$ cat config.mk
export PLATFORM = sky130hd
export DESIGN_NAME = uart_tx_arb_flat
export DESIGN_NICKNAME = d
export VERILOG_FILES = /design/src/rtl/uart_tx_arb_pkg.sv /design/src/rtl/uart_tx_arb_if.sv /design/src/rtl/uart_tx_arb_rr_pick.sv /design/src/rtl/uart_tx_arb.sv /design/src/flat_wrapper.sv
export SDC_FILE = /design/constraint.sdc
export NUM_CORES = 1
export LEC_CHECK = 0
export BUFFER_PORTS_ARGS = -buffer_cell sky130_fd_sc_hd__buf_2
export CAP_MARGIN = 5
export CORE_MARGIN = 2
export CORE_UTILIZATION = 48
export DETAILED_ROUTE_END_ITERATION = 8
export GPL_ROUTABILITY_DRIVEN = 0
export PLACE_DENSITY = 0.77
export SLEW_MARGIN = 25
export SYNTH_ARGS = -nofsm -noshare
export SYNTH_HDL_FRONTEND = slang
export SYNTH_HIERARCHICAL = 1
export SYNTH_SLANG_ARGS = --single-unit
$ cat constraint.sdc
create_clock -name clk_i -period 3.15 [get_ports clk_i]
set_input_delay 0.63 -clock clk_i [delete_from_list [all_inputs] [get_ports clk_i]]
set_output_delay 0.63 -clock clk_i [all_outputs]
set_load 0.1 [all_outputs]
$ cat src/rtl/uart_tx_arb_pkg.sv
// Shared definitions for the UART transmit arbiter: FSM encoding and default lock timeout.
package uart_tx_arb_pkg;

    typedef enum logic [1:0] {
        ST_IDLE = 2'd0,
        ST_SEND = 2'd1,
        ST_HOLD = 2'd2
    } state_e;

    localparam int LOCK_TO_DEFAULT = 1024;
    localparam int CNT_W           = 16;

endpackage

$ cat src/rtl/uart_tx_arb_if.sv
// Requester-side and transmitter-side signals of the UART transmit arbiter.
interface uart_tx_arb_if #(
    parameter int N_REQ = 4
);
    // A byte moves when its valid is high in the same cycle as the matching
    // one-cycle ready pulse; valid may drop without a transfer, ready alone means nothing.
    logic [N_REQ-1:0]   req_vld_i;
    logic [8*N_REQ-1:0] req_data_i;
    logic [N_REQ-1:0]   req_last_i;
    logic [N_REQ-1:0]   req_rdy_o;
    logic [7:0]         tx_data_o;
    logic               tx_vld_o;
    logic               tx_rdy_i;
    logic [N_REQ-1:0]   grant_o;
    logic               lock_to_o;

    modport master (
        output req_vld_i, req_data_i, req_last_i, tx_rdy_i,
        input  req_rdy_o, tx_data_o, tx_vld_o, grant_o, lock_to_o
    );

    modport slave (
        input  req_vld_i, req_data_i, req_last_i, tx_rdy_i,
        output req_rdy_o, tx_data_o, tx_vld_o, grant_o, lock_to_o
    );

endinterface

$ cat src/rtl/uart_tx_arb_rr_pick.sv
// Round-robin winner search: first set request at or above ptr, wrapping to 0.
module rr_pick #(
    parameter int N  = 4,
    parameter int IW = 2
) (
    input  logic [N-1:0]  req,
    input  logic [IW-1:0] ptr,
    output logic [N-1:0]  onehot,
    output logic [IW-1:0] idx,
    output logic          any_req
);

    int k;

    always_comb begin
        onehot  = '0;
        idx     = '0;
        any_req = 1'b0;
        k       = 0;
        for (int i = 0; i < N; i++) begin
            k = (int'(ptr) + i) % N;
            if (!any_req && req[IW'(k)]) begin
                any_req           = 1'b1;
                idx               = IW'(k);
                onehot[IW'(k)]    = 1'b1;
            end
        end
    end

endmodule

$ cat src/rtl/uart_tx_arb.sv
// Arbitrates N_REQ byte streams onto one UART transmitter with per-message locking.
module uart_tx_arb
    import uart_tx_arb_pkg::*;
#(
    parameter int N_REQ   = 4,
    parameter int LOCK_TO = LOCK_TO_DEFAULT
) (
    input  logic          clk_i,
    input  logic          rst_n_i,
    input  logic          cfg_en_i,
    uart_tx_arb_if.slave  bus,
    output state_e        state_o
);

    localparam int IW = (N_REQ > 1) ? $clog2(N_REQ) : 1;
    localparam logic [CNT_W-1:0] LOCK_TO_C = CNT_W'(LOCK_TO);

    state_e             state_q, state_d;
    logic [N_REQ-1:0]   grant_q, grant_d;
    logic [IW-1:0]      gidx_q, gidx_d;
    logic [IW-1:0]      ptr_q, ptr_d;
    logic [CNT_W-1:0]   cnt_q, cnt_d;
    logic               lock_q, lock_d;

    logic [N_REQ-1:0]   pick_oh;
    logic [IW-1:0]      pick_idx;
    logic               pick_any;

    logic               owner_vld, owner_last, tx_vld, accept, timeout;
    logic [7:0]         owner_data;
    logic [CNT_W-1:0]   cnt_inc;
    logic [IW-1:0]      ptr_inc;

    rr_pick #(.N(N_REQ), .IW(IW)) u_pick (
        .req     (bus.req_vld_i),
        .ptr     (ptr_q),
        .onehot  (pick_oh),
        .idx     (pick_idx),
        .any_req (pick_any)
    );

    assign owner_vld  = bus.req_vld_i[gidx_q];
    assign owner_last = bus.req_last_i[gidx_q];
    assign owner_data = bus.req_data_i[{gidx_q, 3'b000} +: 8];
    assign tx_vld     = (state_q == ST_SEND) && owner_vld;
    assign accept     = tx_vld && bus.tx_rdy_i;

    // Idle counter saturates so a very long stall can never wrap past LOCK_TO.
    assign cnt_inc = (cnt_q == '1) ? cnt_q : cnt_q + 1'b1;
    assign timeout = (cnt_inc >= LOCK_TO_C);
    assign ptr_inc = (gidx_q == IW'(N_REQ - 1)) ? '0 : gidx_q + 1'b1;

    assign bus.tx_vld_o  = tx_vld;
    assign bus.tx_data_o = (state_q != ST_IDLE) ? owner_data : 8'h00;
    assign bus.req_rdy_o = accept ? grant_q : '0;
    assign bus.grant_o   = grant_q;
    assign bus.lock_to_o = lock_q;
    assign state_o       = state_q;

    always_comb begin
        state_d = state_q;
        grant_d = grant_q;
        gidx_d  = gidx_q;
        ptr_d   = ptr_q;
        cnt_d   = cnt_q;
        lock_d  = 1'b0;
        if (!cfg_en_i) begin
            state_d = ST_IDLE;
            grant_d = '0;
            gidx_d  = '0;
            ptr_d   = '0;
            cnt_d   = '0;
        end else begin
            case (state_q)
                ST_IDLE: begin
                    if (pick_any) begin
                        state_d = ST_SEND;
                        grant_d = pick_oh;
                        gidx_d  = pick_idx;
                        cnt_d   = '0;
                    end
                end
                ST_SEND, ST_HOLD: begin
                    // A stalled SEND shares the HOLD idle counter and timeout.
                    if (accept && owner_last) begin
                        state_d = ST_IDLE;
                        grant_d = '0;
                        ptr_d   = ptr_inc;
                        cnt_d   = '0;
                    end else if (accept) begin
                        state_d = ST_HOLD;
                        cnt_d   = '0;
                    end else if (owner_vld) begin
                        state_d = ST_SEND;
                        cnt_d   = '0;
                    end else if (timeout) begin
                        state_d = ST_IDLE;
                        grant_d = '0;
                        ptr_d   = ptr_inc;
                        cnt_d   = '0;
                        lock_d  = 1'b1;
                    end else begin
                        cnt_d   = cnt_inc;
                    end
                end
                default: state_d = ST_IDLE;
            endcase
        end
    end

    always_ff @(posedge clk_i or negedge rst_n_i) begin
        if (!rst_n_i) begin
            state_q <= ST_IDLE;
            grant_q <= '0;
            gidx_q  <= '0;
            ptr_q   <= '0;
            cnt_q   <= '0;
            lock_q  <= 1'b0;
        end else begin
            state_q <= state_d;
            grant_q <= grant_d;
            gidx_q  <= gidx_d;
            ptr_q   <= ptr_d;
            cnt_q   <= cnt_d;
            lock_q  <= lock_d;
        end
    end

endmodule

$ cat src/flat_wrapper.sv
// flat-port wrapper written by rule: the top's interface ports become plain ports
module uart_tx_arb_flat import uart_tx_arb_pkg::*;
#(
    parameter int N_REQ   = 4,
    parameter int LOCK_TO = LOCK_TO_DEFAULT
)
  (clk_i, rst_n_i, cfg_en_i, state_o, bus_req_vld_i, bus_req_data_i, bus_req_last_i, bus_tx_rdy_i, bus_req_rdy_o, bus_tx_data_o, bus_tx_vld_o, bus_grant_o, bus_lock_to_o);
  uart_tx_arb_if #(.N_REQ(N_REQ)) bus_i ();
  input  logic clk_i;
  input  logic rst_n_i;
  input  logic cfg_en_i;
  output state_e state_o;
  input wire logic [$bits(bus_i.req_vld_i)-1:0] bus_req_vld_i;
  input wire logic [$bits(bus_i.req_data_i)-1:0] bus_req_data_i;
  input wire logic [$bits(bus_i.req_last_i)-1:0] bus_req_last_i;
  input wire logic [$bits(bus_i.tx_rdy_i)-1:0] bus_tx_rdy_i;
  output wire logic [$bits(bus_i.req_rdy_o)-1:0] bus_req_rdy_o;
  output wire logic [$bits(bus_i.tx_data_o)-1:0] bus_tx_data_o;
  output wire logic [$bits(bus_i.tx_vld_o)-1:0] bus_tx_vld_o;
  output wire logic [$bits(bus_i.grant_o)-1:0] bus_grant_o;
  output wire logic [$bits(bus_i.lock_to_o)-1:0] bus_lock_to_o;
  assign bus_i.req_vld_i = bus_req_vld_i;
  assign bus_i.req_data_i = bus_req_data_i;
  assign bus_i.req_last_i = bus_req_last_i;
  assign bus_i.tx_rdy_i = bus_tx_rdy_i;
  assign bus_req_rdy_o = bus_i.req_rdy_o;
  assign bus_tx_data_o = bus_i.tx_data_o;
  assign bus_tx_vld_o = bus_i.tx_vld_o;
  assign bus_grant_o = bus_i.grant_o;
  assign bus_lock_to_o = bus_i.lock_to_o;
  uart_tx_arb #(.N_REQ(N_REQ), .LOCK_TO(LOCK_TO)) u_core (.clk_i(clk_i), .rst_n_i(rst_n_i), .cfg_en_i(cfg_en_i), .bus(bus_i), .state_o(state_o));
endmodule
==> insert_results.sql <==
INSERT INTO impl_metrics (metric_group, metric, value, unit) VALUES
('critical_path', 'worst_r2r_startpoint', 'u_core/ptr_q[1]', ''),
('yosys', 'ys.flop_type', 'sky130_fd_sc_hd__dfrtp_1', ''),
('yosys', 'synth.ff_latch_count', '27', ''),
('drt', 'drcViolationCount', '0', ''),
('yosys', 'synth-warning-count', '6', ''),
('critical_path', 'critPathRequiredTime', '3.32', 'ns'),
('critical_path', 'reg2reg_setup_slack', '0.26', 'ns'),
('critical_path', 'timing.critical_path.to_type', 'flop', ''),
('grt', 'grt_antenna_before_repair', '0', ''),
('die', 'io-pin-count', '64', ''),
('yosys', 'post-synth-top-area-cell', 'sky130_fd_sc_hd__dfrtp_1', ''),
('finish', 'n_antenna_cell', '0', ''),
('timing', 'setup_repair_after_global_routing_missed_its_margin', 'false', ''),
('finish', 'final_cell_count_no_fill', '356', ''),
('timing', 'setup-tns-final', '0', 'ns'),
('clock_tree', 'clock_tree.buffer_depth', '2', ''),
('timing', 'worst_clock_skew', '0.00649', 'ns'),
('timing', 'max-slew-margin-rel', '60.4', '%'),
('grt', 'wire_length_of_the_first_global_routing_pass', '9070', 'µm'),
('critical_path', 'timing.reg2reg.worst_path_depth', '9', ''),
('yosys', 'post_synth_inst_count', '239', ''),
('critical_path', 'critical_path_arrival', '3.06', 'ns'),
('finish', 'syn2layout_area_growth', '18.1', '%'),
('yosys', 'synth.yosys.seq_area_share', '29.5', '%'),
('clock_tree', 'clk_transition_reported_paths', '0.09', 'ns'),
('die', 'initial_cell_density_of_the_core', '49.2', '%'),
('finish', 'design.final.nets', '360', ''),
('grt', 'globalRouteOverflowTotal', '0', ''),
('yosys', 'synth-edff-count', '0', ''),
('drt', 'totalWireLength', '5130', 'µm'),
('place', 'dp_slack', '0.299', 'ns'),
('timing', 'period_share', '91.9', '%'),
('critical_path', 'critical_path.max_fanout', '15', ''),
('die', 'die_w', '73.1', 'µm'),
('clock_tree', 'tritoncts.num_buffers', '3', ''),
('yosys', 'total_nets_after_synthesis', '296', ''),
('yosys', 'synthDistinctLibCells', '52', ''),
('pwr', 'total_leakage_power', '1.27', 'nW'),
('drt', 'num_vias', '2079', ''),
('clock_tree', 'cts_hold_repair.buffers', '0', ''),
('yosys', 'netlist_area', '2290', 'µm²'),
('drt', 'ant_nets', '0', ''),
('clock_tree', 'ctsRootBufferMaster', 'sky130_fd_sc_hd__clkbuf_8', ''),
('finish', 'most-common-layout-cells', '63 x sky130_fd_sc_hd__buf_2, 27 x sky130_fd_sc_hd__dfrtp_1, 20 x sky130_fd_sc_hd__nand2_1', ''),
('pwr', 'ratio_of_total_power_to_cell_area', '382', 'nW/µm²'),
('timing', 'timing.final.max_slew_violations', '0', ''),
('clock_tree', 'clkLatencyLatePin', '0.27', 'ns'),
('place', 'place.detailed.instances', '352', ''),
('yosys', 'postSynth.asyncResetShare', '100', '%'),
('die', 'rows', '25', ''),
('min_path', 'hold_crit_class', 'primary input to async pin', ''),
('drt', 'drtIter0Drc', '162', ''),
('clock_tree', 'cts_sinks', '27', ''),
('place', 'port_buffers', '63', ''),
('critical_path', 'worst_reg2reg_path_endpoint', 'u_core/cnt_q[5]', ''),
('status', 'status', 'complete, no violations', ''),
('grt', 'number_of_global_route_vias_before_repair', '2043', ''),
('timing', 'final-hold-violation-count', '0', ''),
('drt', 'route.detailed.wl_per_inst', '14.4', 'µm'),
('timing', 'setup_viol', '0', ''),
('place', 'dp_hpwl', '3920', 'µm'),
('die', 'die_y', '73.1', 'µm'),
('run', 'max_cap_viol_count', '0', ''),
('timing', 'tightest_slew', '0.593', 'ns'),
('grt', 'grt_start_max_net_pins', '28', ''),
('yosys', 'ys_top_cells_by_area', 'sky130_fd_sc_hd__dfrtp_1 29%, sky130_fd_sc_hd__mux4_2 13%, sky130_fd_sc_hd__ha_1 7.1%', ''),
('clock_tree', 'post-cts-setup-buffers', '0', ''),
('die', 'die_area', '5340', 'µm²'),
('timing', 'setup_ws', '0.257', 'ns'),
('yosys', 'yosys.area.top_type_share', '29.5', '%'),
('finish', 'commonest_non_fill_non_tap_cell_in_the_layout', 'sky130_fd_sc_hd__buf_2', '');
cells by family after synthesis:
family | after synthesis | synth area share [%]
buf+inv | 23 | 4.91
simple gates | 96 | 24.6
fa+ha+maj | 13 | 7.10
compound gates | 59 | 16.9
flops | 27 | 29.5
mux | 21 | 17.0
area by class of cell:
class                      count  area [µm²]
fill                         417        1950
sequential                    27         676
tap                           54        67.6
clock buffer                   4        45.0
timing repair buffer          70         368
multi-input combinational    189        1510
inverter                      12        45.0
critical path: stages, from the launching register on:
cell and delay, ns:
sky130_fd_sc_hd__dfrtp_1 0.37, sky130_fd_sc_hd__inv_1 0.11, sky130_fd_sc_hd__ha_1 0.47, sky130_fd_sc_hd__mux4_2 0.45, sky130_fd_sc_hd__or4_4 0.53, sky130_fd_sc_hd__nor2b_1 0.20, sky130_fd_sc_hd__nor2_2 0.05, sky130_fd_sc_hd__o21ai_2 0.22
sky130_fd_sc_hd__o21ai_0 0.18, sky130_fd_sc_hd__a21o_1 0.21
per-stage QoR:
step	instance area, µm²	power [mW]	hold WS (ns)
2_1_floorplan	2290	0.749	0.334
3_3_place_gp	2660	0.841	0.481
3_5_place_dp	2660	0.849	0.481
4_1_cts	2710	1.04	0.370
5_1_grt	2710	1.09	0.399
6_report	2710	1.03	0.352
worst max path at each step:
| stage | start | to | slack, ns | cells after the start |
|---|---|---|---|---|
| global placement | bus_req_vld_i[2] | u_core/cnt_q[7] | 0.36 | 8 |
| CTS | u_core/ptr_q[1] | u_core/cnt_q[5] | 0.28 | 9 |
| finish | u_core/ptr_q[1] | u_core/cnt_q[5] | 0.26 | 9 |
| floorplan | u_core/state_o[0] | bus_req_rdy_o[0] | -0.40 | 4 |
| detailed placement | u_core/ptr_q[1] | u_core/cnt_q[5] | 0.30 | 9 |
| global route | u_core/ptr_q[1] | u_core/cnt_q[5] | 0.03 | 9 |
per-layer routing:
metal  vias up  routed length, µm  global-route usage, %
met1      1002               2470                   29.2
met5         -                  0                      0
met2        56               2400                   34.9
met3         6                215                   3.31
li1       1015                  -                      -
met4         0                 39                   4.32
flip-flops by register name, summed over array words and instances, names as in the netlist:
signal                flops
u_core/gidx_q             2
u_core/bus.lock_to_o      1
u_core/state_o            2
u_core/bus.grant_o        4
u_core/ptr_q              2
u_core/cnt_q             16
synth_stat cells (all sizes together), types with 3 or more instances:
cell type  count
inv           12
mux2i          6
nor2          12
a21oi          8
mux4          14
nand2         21
and2           7
nor2b         12
clkbuf         5
dfrtp         27
and3           4
nor3           3
a22oi          4
o21ai         21
a21boi         3
nand3         10
a21o           7
nand4          3
nand2b         4
nor4b          3
or3            4
nand3b         3
buf            6
a31oi          4
ha            13
report_power, final:
| group | leakage (nW) | switching [mW] | internal (mW) |
|---|---|---|---|
| Clock | 0.0228 | 0.102 | 0.0905 |
| Sequential | 0.374 | 0.0110 | 0.358 |
| Combinational | 0.871 | 0.340 | 0.133 |
(Power assumes the default switching activity.)
